### src/rtl/pic_pkg.sv
// Shared definitions for the 8259 priority resolver: acknowledge phases and
// the rotating-priority rank helper.
package pic_pkg;

  localparam logic ACK_IDLE  = 1'b0;
  localparam logic ACK_FIRST = 1'b1;

  // Rank 0 is the highest priority: the level just after lowest_prio.
  function automatic logic [2:0] prio_rank(input logic [2:0] level,
                                           input logic [2:0] lowest_prio);
    return level - lowest_prio - 3'd1;
  endfunction

endpackage

### src/rtl/pic_priority_encoder.sv
// Combinational rotating-priority encoder: returns the highest-priority set bit
// of vec, where priority starts just after lowest_prio and wraps.
module pic_priority_encoder
  import pic_pkg::*;
(
  input  logic [7:0] vec,
  input  logic [2:0] lowest_prio,
  output logic       valid,
  output logic [2:0] level
);

  logic [2:0] idx;

  // Scan from lowest to highest priority so the last hit is the winner.
  always_comb begin
    valid = 1'b0;
    level = 3'd0;
    idx   = 3'd0;
    for (int k = 7; k >= 0; k--) begin
      idx = lowest_prio + 3'd1 + 3'(k);
      if (vec[idx]) begin
        valid = 1'b1;
        level = idx;
      end
    end
  end

endmodule

### src/rtl/pic_priority_resolver.sv
// 8259 IRR/ISR holder and priority resolver: request sensing, fully-nested
// arbitration, INTA_ sequencing, and EOI / priority-rotation commands.
module pic_priority_resolver
  import pic_pkg::*;
#(
  parameter int NUM_IR = 8
) (
  input  logic              CLK,
  input  logic              RESET,
  input  logic [NUM_IR-1:0] IR,
  input  logic              LEVEL,
  input  logic [NUM_IR-1:0] interrupt_mask,
  input  logic              INTA_,
  input  logic              AEOI,
  input  logic              R,
  input  logic              EOI_CMD,
  input  logic              SEOI,
  input  logic              ROTATE,
  input  logic              PRIO_CMD,
  input  logic [2:0]        EOI_LEVEL,
  output logic              INTERNAL_INT,
  output logic [2:0]        IR_NUM,
  output logic [NUM_IR-1:0] IRR_OUT,
  output logic [NUM_IR-1:0] ISR_OUT
);

  logic [NUM_IR-1:0] irr_q, irr_d, isr_q, isr_d, ir_prev_q, ir_prev_d;
  logic              inta_prev_q, inta_prev_d, ack_q, ack_d, spur_q, spur_d;
  logic              int_q, int_d;
  logic [2:0]        ir_num_q, ir_num_d, lp_q, lp_d;

  logic [NUM_IR-1:0] pend, sense, isr_set, isr_clr;
  logic              pend_vld, isr_vld, fall, req, eoi_rot, aeoi_rot;
  logic [2:0]        hp_pend, hp_isr, rot_lvl;

  assign pend = irr_q & ~interrupt_mask;

  pic_priority_encoder u_pend_enc (
    .vec         (pend),
    .lowest_prio (lp_q),
    .valid       (pend_vld),
    .level       (hp_pend)
  );

  pic_priority_encoder u_isr_enc (
    .vec         (isr_q),
    .lowest_prio (lp_q),
    .valid       (isr_vld),
    .level       (hp_isr)
  );

  always_comb begin
    fall        = inta_prev_q & ~INTA_;
    req         = pend_vld & (~isr_vld |
                  (prio_rank(hp_pend, lp_q) < prio_rank(hp_isr, lp_q)));
    int_d       = req & (ack_q == ACK_IDLE);
    ir_prev_d   = IR;
    inta_prev_d = INTA_;
    ack_d       = ack_q;
    spur_d      = spur_q;
    ir_num_d    = ir_num_q;
    isr_set     = '0;
    isr_clr     = '0;
    eoi_rot     = 1'b0;
    aeoi_rot    = 1'b0;
    rot_lvl     = 3'd0;
    lp_d        = lp_q;

    // A request that drops before acknowledge is forgotten in either mode.
    sense = LEVEL ? IR : (IR & ~ir_prev_q);
    irr_d = (irr_q | sense) & IR;

    if (fall) begin
      if (ack_q == ACK_IDLE) begin
        ack_d = ACK_FIRST;
        if (pend_vld) begin
          ir_num_d         = hp_pend;
          isr_set[hp_pend] = 1'b1;
          irr_d[hp_pend]   = 1'b0;
          spur_d           = 1'b0;
        end else begin
          ir_num_d = 3'd7;
          spur_d   = 1'b1;
        end
      end else begin
        ack_d = ACK_IDLE;
        if (AEOI && !spur_q) begin
          isr_clr[ir_num_q] = 1'b1;
          aeoi_rot          = R;
        end
      end
    end

    if (EOI_CMD) begin
      if (SEOI) begin
        isr_clr[EOI_LEVEL] = 1'b1;
        eoi_rot            = ROTATE;
        rot_lvl            = EOI_LEVEL;
      end else if (isr_vld) begin
        isr_clr[hp_isr] = 1'b1;
        eoi_rot         = ROTATE;
        rot_lvl         = hp_isr;
      end
    end

    if (PRIO_CMD)      lp_d = EOI_LEVEL;
    else if (eoi_rot)  lp_d = rot_lvl;
    else if (aeoi_rot) lp_d = ir_num_q;

    // Clears come from the current ISR; a same-cycle acknowledge set wins.
    isr_d = (isr_q & ~isr_clr) | isr_set;
  end

  always_ff @(posedge CLK) begin
    if (RESET) begin
      irr_q       <= '0;
      isr_q       <= '0;
      ir_prev_q   <= '1;
      inta_prev_q <= 1'b1;
      ack_q       <= ACK_IDLE;
      spur_q      <= 1'b0;
      int_q       <= 1'b0;
      ir_num_q    <= 3'd0;
      lp_q        <= 3'd7;
    end else begin
      irr_q       <= irr_d;
      isr_q       <= isr_d;
      ir_prev_q   <= ir_prev_d;
      inta_prev_q <= inta_prev_d;
      ack_q       <= ack_d;
      spur_q      <= spur_d;
      int_q       <= int_d;
      ir_num_q    <= ir_num_d;
      lp_q        <= lp_d;
    end
  end

  assign INTERNAL_INT = int_q;
  assign IR_NUM       = ir_num_q;
  assign IRR_OUT      = irr_q;
  assign ISR_OUT      = isr_q;

endmodule

### config.mk
export PLATFORM = sky130hd
export DESIGN_NAME = pic_priority_resolver
export DESIGN_NICKNAME = d
export VERILOG_FILES = /design/src/rtl/pic_pkg.sv /design/src/rtl/pic_priority_encoder.sv /design/src/rtl/pic_priority_resolver.sv
export SDC_FILE = /design/constraint.sdc
export NUM_CORES = 1
export LEC_CHECK = 0
export CAP_MARGIN = 20
export CORE_MARGIN = 5
export CORE_UTILIZATION = 24
export DETAILED_ROUTE_END_ITERATION = 7
export GPL_TIMING_DRIVEN = 1
export PLACE_DENSITY = 0.46
export SLEW_MARGIN = 30
export SYNTH_ARGS = -nofsm -noshare
export SYNTH_HDL_FRONTEND = slang
export SYNTH_SLANG_ARGS = --single-unit
### constraint.sdc
create_clock -name CLK -period 5.1 [get_ports CLK]
set_clock_uncertainty 0.2 [all_clocks]
set_input_delay 0.51 -clock CLK [delete_from_list [all_inputs] [get_ports CLK]]
set_output_delay 0.51 -clock CLK [all_outputs]
set_load 0.02 [all_outputs]
==> metrics.yaml, run 1 <==
detailed_routing:
  wl_per_cell_um: 18.9
  wirelength_um: 14000
  drt-initial-drc-count: 216
  vias_per_cell: 5.52
  ant_nets: 0
  first_pass_iters: 5
  vias: 4076
  drc_errors: 0
finish:
  area_growth_pct: 22.1
  antennaDiodeCount: 0
  fin_nets: 555
  layout_commonest_cell: "clkdlybuf4s50_1"
  drive_gt1_share_pct: 16.2
  final.fill_count: 1786
  final_cells: 739
  final_cell_mix: "clkdlybuf4s50_1, nand2_1, nor2_1"
worst_setup_path:
  cp-end-kind: "flop"
  cp.arrival_ns: 4.63
  cp.required_ns: 5.05
  ff2ff_path_depth: 15
  cp_max_fo: 12
  start_kind: "flop"
  critPathKind: "flop to flop"
clocking:
  clk_latency_ns: 0.28
  numCtsBuffers: 5
  cts_setup_buffers: 0
  cts_tree: "done"
  clk_path_buf_depth: 2
  clock_sinks: 34
  cts_hold_buf: 0
  cts-resized-gates: 0
  clk_pin_slew_ns: 0.05
  clockRootBuffer: "clkbuf_16"
  h-tree-depth: 2
grt:
  grt_pass1_wl_um: 22600
  grtUsageTotal_pct: 14.2
  grt_max_degree: 28
  antenna_found_initial: 0
  grt_pass1_vias: 4124
  overflow: 0
synth:
  netlist_area_um2: 4010
  synth_edf_count: 0
  avgSynthCellArea_um2: 8.41
  ys_warn_count: 0
  async_reset_ff_share_pct: 0
  synth_cell_types: 77
  synthFlopType: "dfxtp_1"
  seq_area_frac_synth_pct: 17.0
  syn_inst: 476
  synth_fp_nets: 513
  ys_ff_latch: 34
floorplanning:
  ios: 49
  die_w_um: 139
  dieArea_um2: 19400
  start_util_pct: 24.3
  rows: 47
  core_um2: 16500
  fp.dieH_um: 139
timing:
  fmax_mhz: 213
  worst_hold_slack_ns: 0.214
  timing.final.crit_share_pct: 91.9
  hold_violations: 0
  slew_headroom_pct: 43.9
  drv_slew: 0
  fin_tns_setup_ns: 0
  grt_setup_unrepaired: "no"
  setup_violations: 0
  min_period_ns: 4.69
  tightest_slew_ns: 0.839
power:
  internal_power_mw: 0.967
  switchingPower_mw: 0.801
  combPwrFrac_pct: 63.2
  peakVddDrop_uv: 195
  p_sw_share_pct: 45.3
  finalPower_mw: 1.77
  p_clk_share_pct: 17.1
  power_frac_seq_pct: 19.7
  leakage_nw: 1.80
  power.density_nw_per_um2: 361
place:
  place_hpwl_um: 10900
  io_buffers: 48
  gp_congestion: 0.907
  dpl.cell_count: 731
min_path:
  whs_path_depth: 1
  hp-class: "flop to flop"
status:
  outcome: "finished, final reports clean"
run:
  drv_cap: 0
-- registers in the layout, indices dropped and copies added, names as in the netlist --
name	count
ISR_OUT	8
ir_prev_q	8
ack_q	1
IRR_OUT	8
IR_NUM	3
inta_prev_q	1
lp_q	3
spur_q	1
INTERNAL_INT	1
-- synth_stat cells (12+ instances only) --
cell / count / area share (%)
mux4_2: 21 / 12
nand2b_1: 15 / 2.3
buf_2: 14 / 1.7
o21ai_0: 21 / 2.6
mux2i_1: 25 / 6.2
or2_2: 13 / 2.0
nand3b_1: 13 / 2.4
nor2b_1: 14 / 2.2
nor2_1: 37 / 3.5
inv_1: 12 / 1.1
nand2_1: 39 / 3.7
dfxtp_1: 34 / 17
a21oi_1: 22 / 2.7
-- per-layer routing --
metal / GRT usage [%] / vias up / routed length [um]
li1: - / 1919 / -
met1: 18.6 / 1991 / 6030
met2: 24.9 / 149 / 7040
met3: 1.34 / 17 / 644
met4: 4.17 / 0 / 245
met5: 0 / - / 0
-- metrics by stage --
| step | util [%] | setup WS [ns] | instance area [um^2] |
|---|---|---|---|
| floorplan | - | 0.00926 | 4030 |
| global placement | 28.8 | 0.473 | 4740 |
| detailed placement | 28.8 | 0.371 | 4740 |
| CTS | 29.7 | 0.451 | 4890 |
| global route | 29.7 | 0.0434 | 4890 |
| finish | 29.7 | 0.412 | 4890 |
-- cell type report --
type	instances	area [um^2]	share of cell area, %
clock buffers	6	139	2.84
inverters	13	48.8	0.998
clock inverters	2	12.5	0.256
flip-flops and latches	34	682	13.9
repair buffers	63	593	12.1
well taps	220	275	5.63
multi-input cells	401	3140	64.2
-- worst max-delay path, cell delays in order (launching register included) --
cell       delay, ns
dfxtp_2         0.34
buf_4           0.21
ha_1            0.36
xnor3_1         0.47
mux4_2          0.43
mux2i_1         0.26
a21boi_1        0.26
o21a_1          0.15
o211ai_1        0.13
ha_1            0.22
fa_1            0.42
xnor2_1         0.15
xnor2_1         0.13
ha_1            0.30
a21o_1          0.15
a2111oi_0       0.37
-- power groups by stage --
stage | clock, mW | sequential (mW) | combinational (mW)
floorplan | 0 | 0.352 | 0.796
global placement | 0 | 0.353 | 1.12
detailed placement | 0 | 0.353 | 1.11
CTS | 0.312 | 0.348 | 1.12
global route | 0.320 | 0.354 | 1.22
finish | 0.303 | 0.348 | 1.12
-- worst paths after layout --
path	startpoint	endpoint	slack (ns)
max reg2reg	lp_q[0]	INTERNAL_INT	0.41
min reg2reg	ir_prev_q[2]	IRR_OUT[2]	0.21
max	lp_q[0]	INTERNAL_INT	0.41
min	ir_prev_q[2]	IRR_OUT[2]	0.21
-- logic make-up (layout without fill, tap and decap cells) --
kind of cell | Yosys count | in the layout | share of synthesized area, %
simple gates | 194 | 194 | 26.8
compound gates | 134 | 134 | 24.9
mux | 54 | 54 | 20.3
buf+inv | 41 | 84 | 4.65
flops | 34 | 34 | 17.0
xor+xnor | 11 | 11 | 3.47
fa+ha+maj | 8 | 8 | 2.87
Note: power is estimated with default switching activity, not from simulation.
==> run 2, diff against run 1 <==
CORE_UTILIZATION = 45   (was 24)
PLACE_DENSITY = 0.69   (was 0.46)
==> run 2 against run 1 <==
Against the previous run:
- combinational power hardly changed
- core utilization up 25 points
- first-iteration DRC count up 32%
- hold slack is essentially flat
- cell count fell by 16%
- die area shrank 44%
- sequential share of layout area is 0.50 points higher
- critical endpoint unchanged
- largest cell class unchanged
==> metrics.yaml, run 2 (synthesized netlist as in run 1, its figures left out) <==
status:
  outcome: "finished, final reports clean"
clocking:
  clock_sinks: 34
  clk_latency_ns: 0.28
  numCtsBuffers: 5
  clockRootBuffer: "clkbuf_8"
  clk_pin_slew_ns: 0.07
  cts_hold_buf: 0
  cts_tree: "done"
  clk_path_buf_depth: 2
  h-tree-depth: 2
place:
  gp_congestion: 0.932
  placed_area_um2: 4600
  io_buffers: 48
  place_hpwl_um: 9740
power:
  p_sw_share_pct: 45.6
  leakage_nw: 1.78
  power_frac_seq_pct: 20.1
  finalPower_mw: 1.72
  switchingPower_mw: 0.785
  internal_power_mw: 0.936
  p_clk_share_pct: 14.7
  combPwrFrac_pct: 65.2
  power.density_nw_per_um2: 365
  peakVddDrop_uv: 299
worst_setup_path:
  cp.required_ns: 5.04
  path_cells: "inv_1 > ha_2 > buf_12 > buf_4 > or3b_1 > nand2_1 > mux4_2 > a21boi_1 > o21a_1 > o211ai_1 > ha_1 > fa_1 > xnor2_1 > xnor2_1 > ha_1 > a21o_1 > a2111oi_0"
  ff2ff_path_depth: 17
  cp_max_fo: 29
  crit_family: "adder cells"
  reg2reg_slack_ns: 0.25
  crit_path_max_incr_delay_ns: 0.55
  worst-path-stages: 17
  cp.arrival_ns: 4.79
  critPathKind: "flop to flop"
  critPathBufInv: 3
  cp-end-kind: "flop"
  cp_slowest_cell: "mux4_2"
  start_kind: "flop"
finish:
  final_area_um2: 4710
  area_growth_pct: 17.7
  multi_input_area_um2: 3150
  final_cell_mix: "clkdlybuf4s50_1, nand2_1, nor2_1"
  antennaDiodeCount: 0
  fin_nets: 553
  layout_commonest_cell: "clkdlybuf4s50_1"
  seq_area_um2: 681
  final.fill_count: 832
  drive_gt1_share_pct: 15.7
timing:
  drv_slew: 0
  worst_hold_slack_ns: 0.214
  timing.final.crit_share_pct: 95.1
  min_period_ns: 4.85
  slew_headroom_pct: 45.5
  fmax_mhz: 206
  tightest_slew_ns: 0.812
  grt_setup_unrepaired: "no"
  fin_tns_setup_ns: 0
  setup_violations: 0
  hold_violations: 0
min_path:
  whs_path_depth: 1
  hp-class: "flop to flop"
floorplanning:
  core_um2: 8680
  start_util_pct: 46.2
  rows: 34
  die_w_um: 104
  dieArea_um2: 10900
  ios: 49
  fp.dieH_um: 104
detailed_routing:
  vias: 4166
  drc_errors: 0
  ant_nets: 0
  vias_per_cell: 6.68
  wirelength_um: 12900
  drt-initial-drc-count: 286
  wl_per_cell_um: 20.7
  first_pass_iters: 5
grt:
  grt_pass1_vias: 3983
  grt_pass1_wl_um: 20900
  grtUsageTotal_pct: 23.0
  antenna_found_initial: 0
  overflow: 0
  grt_max_degree: 30
run:
  drv_cap: 0
run 2: power by group through the flow:
stage / sequential, mW / combinational [mW] / clock, mW
6_report: 0.346 / 1.12 / 0.252
5_1_grt: 0.349 / 1.21 / 0.265
4_1_cts: 0.344 / 1.10 / 0.254
3_5_place_dp: 0.349 / 1.10 / 0
3_3_place_gp: 0.350 / 1.09 / 0
2_1_floorplan: 0.352 / 0.796 / 0
run 2: what timing repair did:
item,CTS,global route
setup endpoints to repair,0,1
setup buffers,0,0
gates resized for setup,0,1
run 2: worst reg2reg max path, stage by stage, from the launching register on:
cell       delay, ns
dfxtp_1         0.34
inv_1           0.07
ha_2            0.48
buf_12          0.24
buf_4           0.25
or3b_1          0.17
nand2_1         0.12
mux4_2          0.55
a21boi_1        0.23
o21a_1          0.15
o211ai_1        0.12
ha_1            0.22
fa_1            0.41
xnor2_1         0.15
xnor2_1         0.14
ha_1            0.31
a21o_1          0.15
a2111oi_0       0.42
run 2: final timing paths:
check | start | to
max | lp_q[0] | INTERNAL_INT
min | ir_prev_q[7] | IRR_OUT[7]
max reg2reg | lp_q[0] | INTERNAL_INT
min reg2reg | ir_prev_q[7] | IRR_OUT[7]
run 2: metal layers:
layer / vias to the layer above / part of all wire [%] / routed length, um / global-route usage, %
met5: - / 0 / 0 / 0
li1: 1912 / - / - / -
met3: 40 / 11 / 1380 / 4.28
met2: 284 / 46 / 5950 / 36.1
met1: 1930 / 41 / 5290 / 32.1
met4: 0 / 2.4 / 304 / 6.57
run 2: cell type report:
type	instances	share of cell area [%]
clock inverter	1	0.637
timing repair buffer	61	12.5
inverter	13	1.04
tap	108	2.87
multi-input combinational	401	66.7
clock buffer	6	1.75
sequential	34	14.4
run 2: metrics by stage:
step                worst slack [ns]  util [%]  instances
global placement               0.465      53.0        617
global route                  0.0179      54.3        624
floorplan                    0.00926         -        476
CTS                            0.273      54.3        624
detailed placement             0.339      53.0        617
finish                         0.251      54.3        624
